--- src/rtl/jtag_ir_ctrl_pkg.sv ---
// Shared definitions for the JTAG instruction register: default IR codes,
// capture pattern and the data-register select type.
package jtag_ir_ctrl_pkg;

   // Default instruction codes (BYPASS defaults to all-ones of IR_LEN in the top).
   localparam int IDCODE_IR_DEF = 'h01;
   localparam int DTMCS_IR_DEF  = 'h10;
   localparam int DMI_IR_DEF    = 'h11;

   // Two LSBs loaded on Capture-IR, as required by IEEE 1149.1.
   localparam logic [1:0] CAPTURE_LSB = 2'b01;

   typedef enum logic [1:0] {
      DR_IDCODE = 2'd0,
      DR_DTMCS  = 2'd1,
      DR_DMI    = 2'd2,
      DR_BYPASS = 2'd3
   } dr_sel_e;

   // One-hot select vector: [0]=IDCODE [1]=DTMCS [2]=DMI [3]=BYPASS.
   function automatic logic [3:0] dr_sel_onehot(input dr_sel_e sel);
      logic [3:0] oh;
      oh = 4'b0000;
      case (sel)
         DR_IDCODE: oh = 4'b0001;
         DR_DTMCS:  oh = 4'b0010;
         DR_DMI:    oh = 4'b0100;
         default:   oh = 4'b1000;
      endcase
      return oh;
   endfunction

endpackage

--- src/rtl/jtag_ir_ctrl_if.sv ---
// Bundle of TAP strobes, serial data and decode outputs around the IR.
// master = TAP controller side, slave = instruction register side.
interface jtag_ir_ctrl_if #(
   parameter int IR_LEN = 5
);
   // Status width is IR_LEN-2; kept at least 1 bit so IR_LEN=2 still elaborates.
   localparam int ST_W = (IR_LEN > 2) ? IR_LEN - 2 : 1;

   logic              tdi;
   logic              tdo;
   logic              test_logic_rst;
   logic              capture_ir;
   logic              shift_ir;
   logic              update_ir;
   logic [ST_W-1:0]   capture_status;
   logic              priv_lock;
   logic [IR_LEN-1:0] ir_out;
   logic              ir_updated;
   logic              sel_idcode;
   logic              sel_dtmcs;
   logic              sel_dmi;
   logic              sel_bypass;

   modport master (
      output tdi, test_logic_rst, capture_ir, shift_ir, update_ir,
             capture_status, priv_lock,
      input  tdo, ir_out, ir_updated, sel_idcode, sel_dtmcs, sel_dmi, sel_bypass
   );

   modport slave (
      input  tdi, test_logic_rst, capture_ir, shift_ir, update_ir,
             capture_status, priv_lock,
      output tdo, ir_out, ir_updated, sel_idcode, sel_dtmcs, sel_dmi, sel_bypass
   );
endinterface

--- src/rtl/jtag_ir_ctrl.sv ---
// JTAG instruction register: serial shift path, Capture-IR pattern,
// Update-IR latch and registered one-hot decode of the latched code.
module jtag_ir_ctrl
   import jtag_ir_ctrl_pkg::*;
#(
   parameter int IR_LEN    = 5,
   parameter int IDCODE_IR = IDCODE_IR_DEF,
   parameter int DTMCS_IR  = DTMCS_IR_DEF,
   parameter int DMI_IR    = DMI_IR_DEF,
   parameter int BYPASS_IR = (1 << IR_LEN) - 1
) (
   input  logic           clk,
   input  logic           rst_n,
   jtag_ir_ctrl_if.slave  bus
);

   localparam int CODE_LIM = 1 << IR_LEN;
   localparam logic [IR_LEN-1:0] IDCODE_C = IDCODE_IR[IR_LEN-1:0];
   localparam logic [IR_LEN-1:0] DTMCS_C  = DTMCS_IR[IR_LEN-1:0];
   localparam logic [IR_LEN-1:0] DMI_C    = DMI_IR[IR_LEN-1:0];

   // Elaboration-time parameter sanity.
   if (IR_LEN < 2 || IR_LEN > 16) begin : g_bad_len
      $error("jtag_ir_ctrl: IR_LEN must be in 2..16");
   end
   if (IDCODE_IR < 0 || IDCODE_IR >= CODE_LIM || DTMCS_IR < 0 || DTMCS_IR >= CODE_LIM ||
       DMI_IR < 0 || DMI_IR >= CODE_LIM || BYPASS_IR < 0 || BYPASS_IR >= CODE_LIM) begin : g_bad_fit
      $error("jtag_ir_ctrl: an IR code does not fit in IR_LEN bits");
   end
   if (IDCODE_IR == DTMCS_IR || IDCODE_IR == DMI_IR || IDCODE_IR == BYPASS_IR ||
       DTMCS_IR == DMI_IR || DTMCS_IR == BYPASS_IR || DMI_IR == BYPASS_IR) begin : g_bad_dup
      $error("jtag_ir_ctrl: IR codes must be distinct");
   end

   // BYPASS_IR needs no explicit compare: every unrecognised code maps to BYPASS.
   function automatic dr_sel_e decode_ir(input logic [IR_LEN-1:0] code, input logic lock);
      dr_sel_e sel;
      if (code == IDCODE_C)      sel = DR_IDCODE;
      else if (code == DTMCS_C)  sel = DR_DTMCS;
      else if (code == DMI_C)    sel = lock ? DR_BYPASS : DR_DMI;
      else                       sel = DR_BYPASS;
      return sel;
   endfunction

   logic [IR_LEN-1:0] capture_val;
   logic [IR_LEN-1:0] shift_q, shift_d;
   logic [IR_LEN-1:0] ir_q, ir_d;
   logic [3:0]        sel_q, sel_d;
   logic              upd_q, upd_d;

   if (IR_LEN > 2) begin : g_cap_status
      assign capture_val = {bus.capture_status, CAPTURE_LSB};
   end else begin : g_cap_plain
      assign capture_val = CAPTURE_LSB;
   end

   // Next-state: one action per cycle, TLR > shift > capture > update.
   always_comb begin
      shift_d = shift_q;
      ir_d    = ir_q;
      sel_d   = sel_q;
      upd_d   = 1'b0;
      if (bus.test_logic_rst) begin
         shift_d = IDCODE_C;
         ir_d    = IDCODE_C;
         sel_d   = dr_sel_onehot(DR_IDCODE);
      end else if (bus.shift_ir) begin
         shift_d = {bus.tdi, shift_q[IR_LEN-1:1]};
      end else if (bus.capture_ir) begin
         shift_d = capture_val;
      end else if (bus.update_ir) begin
         ir_d  = shift_q;
         sel_d = dr_sel_onehot(decode_ir(shift_q, bus.priv_lock));
         upd_d = 1'b1;
      end
   end

   // State registers; async reset returns everything to the IDCODE instruction.
   always_ff @(posedge clk or negedge rst_n) begin
      if (!rst_n) begin
         shift_q <= IDCODE_C;
         ir_q    <= IDCODE_C;
         sel_q   <= dr_sel_onehot(DR_IDCODE);
         upd_q   <= 1'b0;
      end else begin
         shift_q <= shift_d;
         ir_q    <= ir_d;
         sel_q   <= sel_d;
         upd_q   <= upd_d;
      end
   end

   assign bus.tdo        = shift_q[0];
   assign bus.ir_out     = ir_q;
   assign bus.ir_updated = upd_q;
   assign bus.sel_idcode = sel_q[0];
   assign bus.sel_dtmcs  = sel_q[1];
   assign bus.sel_dmi    = sel_q[2];
   assign bus.sel_bypass = sel_q[3];

endmodule

--- src/flat_wrapper.sv ---
// flat-port wrapper written by rule: the top's interface ports become plain ports
module jtag_ir_ctrl_flat import jtag_ir_ctrl_pkg::*;
#(
   parameter int IR_LEN    = 5,
   parameter int IDCODE_IR = IDCODE_IR_DEF,
   parameter int DTMCS_IR  = DTMCS_IR_DEF,
   parameter int DMI_IR    = DMI_IR_DEF,
   parameter int BYPASS_IR = (1 << IR_LEN) - 1
)
  (clk, rst_n, bus_tdi, bus_test_logic_rst, bus_capture_ir, bus_shift_ir, bus_update_ir, bus_capture_status, bus_priv_lock, bus_tdo, bus_ir_out, bus_ir_updated, bus_sel_idcode, bus_sel_dtmcs, bus_sel_dmi, bus_sel_bypass);
  jtag_ir_ctrl_if #(.IR_LEN(IR_LEN)) bus_i ();
  input  logic clk;
  input  logic rst_n;
  input wire logic [$bits(bus_i.tdi)-1:0] bus_tdi;
  input wire logic [$bits(bus_i.test_logic_rst)-1:0] bus_test_logic_rst;
  input wire logic [$bits(bus_i.capture_ir)-1:0] bus_capture_ir;
  input wire logic [$bits(bus_i.shift_ir)-1:0] bus_shift_ir;
  input wire logic [$bits(bus_i.update_ir)-1:0] bus_update_ir;
  input wire logic [$bits(bus_i.capture_status)-1:0] bus_capture_status;
  input wire logic [$bits(bus_i.priv_lock)-1:0] bus_priv_lock;
  output wire logic [$bits(bus_i.tdo)-1:0] bus_tdo;
  output wire logic [$bits(bus_i.ir_out)-1:0] bus_ir_out;
  output wire logic [$bits(bus_i.ir_updated)-1:0] bus_ir_updated;
  output wire logic [$bits(bus_i.sel_idcode)-1:0] bus_sel_idcode;
  output wire logic [$bits(bus_i.sel_dtmcs)-1:0] bus_sel_dtmcs;
  output wire logic [$bits(bus_i.sel_dmi)-1:0] bus_sel_dmi;
  output wire logic [$bits(bus_i.sel_bypass)-1:0] bus_sel_bypass;
  assign bus_i.tdi = bus_tdi;
  assign bus_i.test_logic_rst = bus_test_logic_rst;
  assign bus_i.capture_ir = bus_capture_ir;
  assign bus_i.shift_ir = bus_shift_ir;
  assign bus_i.update_ir = bus_update_ir;
  assign bus_i.capture_status = bus_capture_status;
  assign bus_i.priv_lock = bus_priv_lock;
  assign bus_tdo = bus_i.tdo;
  assign bus_ir_out = bus_i.ir_out;
  assign bus_ir_updated = bus_i.ir_updated;
  assign bus_sel_idcode = bus_i.sel_idcode;
  assign bus_sel_dtmcs = bus_i.sel_dtmcs;
  assign bus_sel_dmi = bus_i.sel_dmi;
  assign bus_sel_bypass = bus_i.sel_bypass;
  jtag_ir_ctrl #(.IR_LEN(IR_LEN), .IDCODE_IR(IDCODE_IR), .DTMCS_IR(DTMCS_IR), .DMI_IR(DMI_IR), .BYPASS_IR(BYPASS_IR)) u_core (.clk(clk), .rst_n(rst_n), .bus(bus_i));
endmodule
--- config.mk ---
export PLATFORM = sky130hd
export DESIGN_NAME = jtag_ir_ctrl_flat
export DESIGN_NICKNAME = d
export VERILOG_FILES = /design/src/rtl/jtag_ir_ctrl_pkg.sv /design/src/rtl/jtag_ir_ctrl_if.sv /design/src/rtl/jtag_ir_ctrl.sv /design/src/flat_wrapper.sv
export SDC_FILE = /design/constraint.sdc
export NUM_CORES = 1
export LEC_CHECK = 0
export ABC_AREA = 1
export CORE_ASPECT_RATIO = 1.25
export CORE_MARGIN = 5
export CORE_UTILIZATION = 39
export DETAILED_ROUTE_END_ITERATION = 7
export PLACE_DENSITY_LB_ADDON = 0.12
export SLEW_MARGIN = 5
export SYNTH_ARGS = -nofsm -noshare
export SYNTH_HDL_FRONTEND = slang
export SYNTH_SLANG_ARGS = --single-unit
--- constraint.sdc ---
create_clock -name clk -period 1 [get_ports clk]
set_input_delay 0.1 -clock clk [delete_from_list [all_inputs] [get_ports clk]]
set_output_delay 0.1 -clock clk [all_outputs]
set_load 0.02 [all_outputs]
## Word level (Yosys, flattened, before mapping)

Cells that the tools add are included.

- Equality and inequality tests: 7
- Mux-type cells: 24
- Reduce and logical (&&, ||, !) cells: 4

Operators by type and width:

| kind | number |
|---|---|
| $mux 5 | 7 |
| $mux 4 | 4 |
| $mux 2 | 7 |
| $pmux 4 s3 | 1 |
| $eq 5x5->1 const B | 2 |
| $eq 5x1->1 const B | 1 |
| $mux 1 | 5 |
| $ne 2x2->1 const B | 2 |
| $reduce_and 3->1 | 1 |
| $reduce_bool 3->1 | 1 |
| $eq 2x1->1 const B | 1 |
| $eq 2x2->1 const B | 1 |
| $logic_not 2->1 | 1 |
| $reduce_bool 2->1 | 1 |

- Register bits after elaboration: 15
- Input port bits: 11
- Output and inout port bits: 11
- Word-level logic and storage cells: 39

## Logic depth before layout (Yosys ltp)

Gate-level depths: netlist of run 1.

- Word-level depth: 14
- Depth in mapped cells: 7
- Gate-level depth less buffers: 6

## Worst setup path after synthesis of run 1

No wires, ideal clock.

- Path type: register to register
- Start: register u_core.shift_q[0]
- End: register u_core.sel_q[3]
- Setup time: 0.121 ns
- Data arrival time: 1.004 ns
- Path slack: -0.125 ns
- Stages on the path, launching flop included: 6
- Buffers on the path: 0
- Path through: dfstp_2 > inv_1 > nor2_1 > nand3_1 > nand2_1 > o21ai_1

- Longest elaborated chain between the ends: 14
- Elaborated cells on any way between the ends: 18
- Classes of those cells: eq/ne: 5; mux: 12; reduce/logical: 1

RTL lines:

| element | RTL line | RTL |
|---|---|---|
| start, declared | jtag_ir_ctrl.sv:46 | `logic [IR_LEN-1:0] shift_q, shift_d;` |
| start signal, assigned | jtag_ir_ctrl.sv:86 | `shift_q <= shift_d;` |
| $eq 5x5->1 | jtag_ir_ctrl.sv:40 | `else if (code == DMI_C) sel = lock ? DR_BYPASS : DR_DMI;` |
| $mux 2 | jtag_ir_ctrl.sv:40 |  |
| $mux 2 | jtag_ir_ctrl.sv:39 | `else if (code == DTMCS_C) sel = DR_DTMCS;` |
| $mux 2 (*) | jtag_ir_ctrl.sv:38 | `if (code == IDCODE_C) sel = DR_IDCODE;` |
| $mux 2 (*) | jtag_ir_ctrl.sv:71 | `end else if (bus.update_ir) begin` |
| $mux 2 (*) | jtag_ir_ctrl.sv:69 | `end else if (bus.capture_ir) begin` |
| $mux 2 (*) | jtag_ir_ctrl.sv:67 | `end else if (bus.shift_ir) begin` |
| $mux 2 (*) | jtag_ir_ctrl.sv:63 | `if (bus.test_logic_rst) begin` |
| $eq 2x2->1 (tied with other cells) | jtag_ir_ctrl_pkg.sv:24 | `case (sel)` |
| $pmux 4 s3 (*) | jtag_ir_ctrl_pkg.sv:24 |  |
| $mux 4 (*) | jtag_ir_ctrl.sv:71 |  |
| $mux 4 (*) | jtag_ir_ctrl.sv:69 |  |
| $mux 4 (*) | jtag_ir_ctrl.sv:67 |  |
| $mux 4 (*) | jtag_ir_ctrl.sv:63 |  |
| end signal, assigned | jtag_ir_ctrl.sv:83 | `sel_q <= dr_sel_onehot(DR_IDCODE);` |
| end signal, assigned | jtag_ir_ctrl.sv:88 | `sel_q <= sel_d;` |
| end, declared | jtag_ir_ctrl.sv:48 | `logic [3:0] sel_q, sel_d;` |

Every way passes the cells marked *; elsewhere a longest branch is shown, timed or not. The select of a mux whose other input is x is not followed.
A chain may end at the register's enable or synchronous reset.

## Worst setup path in the final report of run 1

- Start: register u_core.shift_q[0]
- End: output bus_tdo

RTL lines:

| element | RTL line | RTL |
|---|---|---|
| end, declared | flat_wrapper.sv:21 | `output wire logic [$bits(bus_i.tdo)-1:0] bus_tdo;` |

No word-level cell between the ends.

==> metrics.txt, run 1 <==
status complete, but fails checks; failing checks setup timing; design area 1054 um^2; startpoint types register; TritonCTS clock tree done; total global routing overflow 0; kind of critical path register to primary output; WL per Instance 10.92 um; Post-Syn Area 669.4 um^2; CP max FO 2; cts bufs inserted 3; PwrDens 1210 nW/um^2; clk_lat worst skew 0.29 ns; first-pass GRT wire length 2463 um; Slew Limit Headroom 0.8143; fin crit period 1.149 ns; drt total wl 1431 um; RSZ-0062 raised after global routing yes; CP peak stage delay around 0.55 ns; area grow syn2layout 57.38%; Core ar. about 1600 um^2; Die Y about 56 um; # rows 16; via/cell ratio between 4 and 5; Reg2Reg Capture Point u_core.sel_q[1]$_DFFE_PN0P_; Clock H-tree levels 1; Placer Congestion 0.7635; largest net degree at the start of global routing 16; clock root cell clkbuf_4; Clock Skews approximately 0.0015 ns; flops & latches, synth 15; Worst-Margin Slew around 0.28 ns; vias between 600 and 700; PortBufs 21; mean post-synth cell area 9.297 um^2; Post-route DRC 0; DP Area 1021 um^2; antenna-violating nets left 0; Synth cell types 17; share of the synthesized area in the top cell type 0.4486; layout filler cell count 146; Detailed Route Iter0 Violations 4; Final nets 125; Worst Path Buf+Inv 2; Top Ports 22; max-slew violations 0; worst vdd ir 0.7627 mV; FF-to-FF setup slack -0.14 ns; Sink Count 15; HPWL after detailed placement 1100 um; post-synthesis cell count 72; largest area contributor in the netlist dfrtp_1; Min Hold Slack ~0.12 ns; r2r startpoint u_core.shift_q[0]$_DFFE_PN1P_; Setup-failing EPs final 9; number of warnings issued by yosys 0; DR pass1 iterations 4; gr usage total 0.1329; Max-Cap Viols 0; share of cells above drive strength 1 0.4248; setup ws final -0.1490 ns; Reg2Reg Depth 7; Min-Delay Path Class primary input to async pin; initial antenna violation count 0; Pleak 0.5452 nW; n_diodes 0; sequential area share after synthesis 0.5664; CP Capture Type primary output; critical path, cell by cell buf_4 -> buf_6; synth top area cells dfrtp_1, dfstp_2, nand2_1; Mapped Nets 83; vias in the first global route 599; crit share post-route 1.149; Die Width 47.06 um; worst path required time 0.90 ns; initial core utilization 0.4180; clock buffer depth 2; arrival time worst endpoint 1.05 ns; fmax ~0.87 GHz; crit path max-delay cell type dfstp_2; final hold violation count 0; gate family responsible for the most delay along the worst path flip-flops; Die ar. 2650 um^2; Worst-path clk slew 0.08 ns
area by class of cell:
type                    count  area, um^2  share of cell area
well taps                  18       22.52             0.02138
clock buffers               4       26.28             0.02494
multi-input cells          47       277.8              0.2637
repair buffers             38       311.5              0.2957
inverters                   9       36.28             0.03444
flip-flops and latches     15       379.1              0.3599
sequential cells by signal, summed over array words and instances (netlist names):
register               cells
u_core.bus.ir_out          5
u_core.shift_q             5
u_core.sel_q               4
u_core.bus.ir_updated      1
layout by cell type (no fill, tap or decap):
master / Yosys / final
clkbuf_1: 0 / 1
dlymetal6s2s_1: 0 / 1
o21ai_1: 6 / 6
o21a_1: 1 / 1
buf_4: 0 / 15
nand2_1: 16 / 15
clkdlybuf4s50_1: 0 / 9
inv_2: 1 / 2
a21oi_2: 0 / 1
nand2_4: 1 / 1
nor2_4: 1 / 2
buf_2: 0 / 8
inv_1: 8 / 6
dfstp_2: 3 / 3
nand2_2: 1 / 2
inv_4: 0 / 1
nor2_8: 1 / 1
o21ai_0: 5 / 4
nand3_1: 4 / 1
a21oi_1: 2 / 1
o22ai_1: 4 / 4
dfrtp_1: 12 / 12
buf_6: 1 / 5
clkbuf_4: 0 / 3
o21ai_2: 0 / 1
nand3_2: 0 / 3
nor2_1: 5 / 4
power breakdown:
part	total, mW	switching (mW)	internal [mW]
logic	0.279	0.142	0.137
registers	0.651	0.0153	0.636
clock network	0.344	0.189	0.155
total	1.27	0.347	0.928
per-stage QoR:
stage / util / std cells / worst slack (ns) / setup TNS (ns) / power [mW]
2_1_floorplan: - / 72 / -0.1045 / -0.3754 / 0.7833
3_3_place_gp: 0.6375 / 125 / -0.3054 / -4.092 / 0.9169
3_5_place_dp: 0.6375 / 125 / -0.3320 / -4.409 / 0.9213
4_1_cts: 0.6383 / 129 / -0.1301 / -0.7089 / 1.268
5_1_grt: 0.6578 / 131 / -0.2051 / -1.244 / 1.352
6_report: 0.6578 / 131 / -0.1490 / -0.9452 / 1.275
worst register-to-register path: stages (launching register included):
cell and delay, ns:
dfstp_2 0.55, buf_6 0.11, inv_4 0.03, nor2_4 0.09
nand3_2 0.10, nand2_2 0.09, nand3_2 0.06, nand2_1 0.06
Yosys cell counts:
master,n
dfrtp_1,12
a21oi_1,2
nand2_4,1
o22ai_1,4
nor2_4,1
nand3_1,4
nand2_1,16
inv_1,8
o21ai_1,6
nand2_2,1
nor2_1,5
o21a_1,1
inv_2,1
nor2_8,1
o21ai_0,5
buf_6,1
dfstp_2,3
repair_timing:
action,4_1_cts,5_1_grt
resized for setup,55,5
pin swaps,7,1
buffers inserted,0,2
hold buffers,0,0
endpoints found under the setup margin,21,13
logic make-up (layout without fill, tap and decap cells):
family          count (synthesis)  in the layout  share of synthesized area
buf+inv                        10             51                    0.06728
simple gates                   29             29                     0.2206
compound gates                 18             18                     0.1458
flops                          15             15                     0.5664
routing by layer:
layer,track usage,part of all wire
met5,0,0
met4,0.1186,0.039
met3,0.01917,0.072
met2,0.2097,0.49
met1,0.1429,0.40
how the worst max path moves through the flow:
| stage | from | end | slack, ns | cells after the start |
|---|---|---|---|---|
| 5_1_grt | u_core.shift_q[0]$_DFFE_PN1P_ | u_core.sel_q[1]$_DFFE_PN0P_ | -0.21 | 7 |
| 3_3_place_gp | bus_shift_ir | u_core.bus.ir_out[2]$_DFFE_PN0P_ | -0.31 | 7 |
| 4_1_cts | u_core.shift_q[0]$_DFFE_PN1P_ | u_core.sel_q[3]$_DFFE_PN0P_ | -0.13 | 6 |
| 6_report | u_core.shift_q[0]$_DFFE_PN1P_ | bus_tdo | -0.15 | 2 |
| 2_1_floorplan | u_core.shift_q[0]$_DFFE_PN1P_ | u_core.sel_q[1]$_DFFE_PN0P_ | -0.10 | 6 |
| 3_5_place_dp | bus_shift_ir | u_core.sel_q[2]$_DFFE_PN0P_ | -0.33 | 7 |
(Power assumes the default switching activity.)
==> run 2, diff against run 1 <==
--- a/config.mk
+++ b/config.mk
@@ -6,9 +6,9 @@
 export NUM_CORES = 1
 export LEC_CHECK = 0
 export ABC_AREA = 1
-export CORE_ASPECT_RATIO = 1.25
+export ABC_CLOCK_PERIOD_IN_PS = 1100
 export CORE_MARGIN = 5
-export CORE_UTILIZATION = 39
+export CORE_UTILIZATION = 43
 export DETAILED_ROUTE_END_ITERATION = 7
 export PLACE_DENSITY_LB_ADDON = 0.12
 export SLEW_MARGIN = 5
==> constraint.sdc (replaced) <==
create_clock -name clk -period 1.1 [get_ports clk]
set_input_delay 0.11 -clock clk [delete_from_list [all_inputs] [get_ports clk]]
set_output_delay 0.11 -clock clk [all_outputs]
set_load 0.02 [all_outputs]
==> run 2 against run 1 <==
  * The flow still finishes with violations (setup timing)
  * Core utilization is 0.99 points lower
  * Clock power is 12% lower
  * Final cell count is 9.9% lower
  * Register-to-register slack better by 0.13 ns
  * Wire length is 7.5% lower
  * Count of clock-buffer cells in the layout stayed put
  * Worst hold slack better by 0.011 ns
  * Clock skew is 0.0047 ns higher
  * Critical path type is now register to register
  * Sequential power is 9.2% lower
  * Largest power group unchanged
  * Non-clock buffer count is 11 lower
  * Critical endpoint is now u_core.sel_q[1]$_DFFE_PN0P_
  * Sequential share of layout area is 3.3 points higher
  * Highest routed layer unchanged
==> metrics.txt, run 2 (synthesis results as in run 1) <==
status complete, but fails checks; failing checks setup timing; initial antenna violation count 0; Pleak 0.4664 nW; design area 964.7 um^2; antenna-violating nets left 0; Post-route DRC 0; PwrDens 1153 nW/um^2; DR WL met2 635 um; PortBufs 21; most common library cell in the layout ignoring fill and taps nand2_1; kind of critical path register to register; Worst-Margin Slew between 0.3 and 0.4 ns; critical path, cell by cell buf_6 -> inv_4 -> nor2_4 -> nand3_2 -> nand2_2 -> nand3_2 -> nand2_1; total global routing overflow 0; Slew Limit Headroom 0.7676; arrival time worst endpoint 1.33 ns; Top Ports 22; Reg2Reg Capture Point u_core.sel_q[1]$_DFFE_PN0P_; Min-Delay Path Class primary input to async pin; CP dominant cell by count nand3_2; CP Capture Type register; TritonCTS clock tree done; cts bufs inserted 3; final hold violation count 0; Die Y 49.46 um; crit path max-delay cell type dfstp_2; vias 582; Setup-failing EPs final 3; wire length on met1 about 540 um; CP max FO 2; Reg2Reg Depth 7; Detailed Route Iter0 Violations 5; Final nets between 100 and 150; setup ws final -0.01479 ns; via/cell ratio 4.932; CP startpoint u_core.shift_q[0]$_DFFE_PN1P_; worst path required time about 1.3 ns; Switching Share 0.2651; HPWL after detailed placement roughly 1100 um; Worst-path clk slew about 0.08 ns; drt total wl between 1000 and 1500 um; Die ar. 2446 um^2; Clock Skews 0.006254 ns; Power Internal a little over 0.8 mW; Met3 Wirelength 92 um; vias in the first global route approximately 550; startpoint types register; commonest cells after routing, fill and taps aside nand2_1, dfrtp_1, clkdlybuf4s50_1; FF-to-FF setup slack -0.01 ns; RSZ-0062 raised after global routing yes; share of cells above drive strength 1 0.2941; clk_lat worst skew 0.28 ns; fmax 0.8970 GHz; Core ar. ~1500 um^2; CP peak stage delay ~0.54 ns; Sum Neg Setup Slack -0.02676 ns; initial core utilization 0.4496; max-slew violations 0; WL per Instance 11.21 um; fin crit period 1.115 ns; first-pass GRT wire length 2346 um; sequential cell fraction of total power 0.531; clock root cell clkbuf_4; area grow syn2layout 44.11%; Sink Count 15; worst vdd ir 0.5743 mV; Clock H-tree levels 1; r2r startpoint u_core.shift_q[0]$_DFFE_PN1P_; Placer Congestion ~0.73; n_diodes 0; DR pass1 iterations 4; NetSw 0.2948 mW; DP Area 950.9 um^2; crit path capture u_core.sel_q[1]$_DFFE_PN0P_; gr usage total 0.1270; crit share post-route 1.013; clock buffer depth 2; setup slack after placement -0.2632 ns; # rows 14; Max-Cap Viols 0; largest net degree at the start of global routing 16; Die Width 49.46 um; Final Non-Filler Cells 118; clock power share 0.272; Min Hold Slack 0.1332 ns; DR top layer met4; placed cell count 114; Gate power share 0.196
run 2: power groups by stage:
stage	Combinational [mW]	Sequential [mW]	Clock, mW
after floorplan	0.0936	0.619	0
after CTS	0.220	0.591	0.319
after global routing	0.243	0.595	0.340
after global placement	0.216	0.601	0
final	0.219	0.591	0.303
after detailed placement	0.221	0.601	0
run 2: cell type report:
class / count / area (um^2)
fillers: 119 / 524.3
flip-flops and latches: 15 / 379.1
multi-input cells: 47 / 270.3
repair buffers: 27 / 232.7
inverters: 9 / 36.28
clock buffers: 4 / 26.28
well taps: 16 / 20.02
run 2: stage by stage:
stage | power [mW] | utilization
floorplan | 0.7121 | -
global placement | 0.8171 | 0.6387
detailed placement | 0.8223 | 0.6387
CTS | 1.130 | 0.6546
global route | 1.177 | 0.6479
finish | 1.112 | 0.6479
run 2: how the worst min path moves through the flow:
stage,start,depth (start not counted),slack (ns),endpoint
4_1_cts,rst_n,2,0.14,u_core.bus.ir_out[4]$_DFFE_PN0P_
3_5_place_dp,rst_n,2,0.44,u_core.bus.ir_out[2]$_DFFE_PN0P_
2_1_floorplan,rst_n,0,-0.19,u_core.bus.ir_out[1]$_DFFE_PN0P_
5_1_grt,rst_n,2,0.17,u_core.sel_q[3]$_DFFE_PN0P_
6_report,rst_n,2,0.13,u_core.bus.ir_out[4]$_DFFE_PN0P_
3_3_place_gp,rst_n,2,0.44,u_core.bus.ir_out[2]$_DFFE_PN0P_
run 2: routing by layer:
| metal | up-vias | GRT usage |
|---|---|---|
| li1 | 295 | - |
| met5 | - | 0 |
| met1 | 260 | 0.1398 |
| met2 | 23 | 0.2039 |
| met3 | 4 | 0.02108 |
| met4 | 0 | 0.1179 |
run 2: what timing repair did:
action | CTS | global route
setup endpoints to repair | 15 | 14
buffers inserted | 0 | 0
pin swaps | 5 | 2
hold buffers | 0 | 0
resized for setup | 31 | 7
run 2: critical path, delay by kind of cell, from the launching register on:
family	cells	cell delay [ns]
buffers and inverters	2	0.13
and+or+nand+nor	5	0.38
DFF	1	0.54
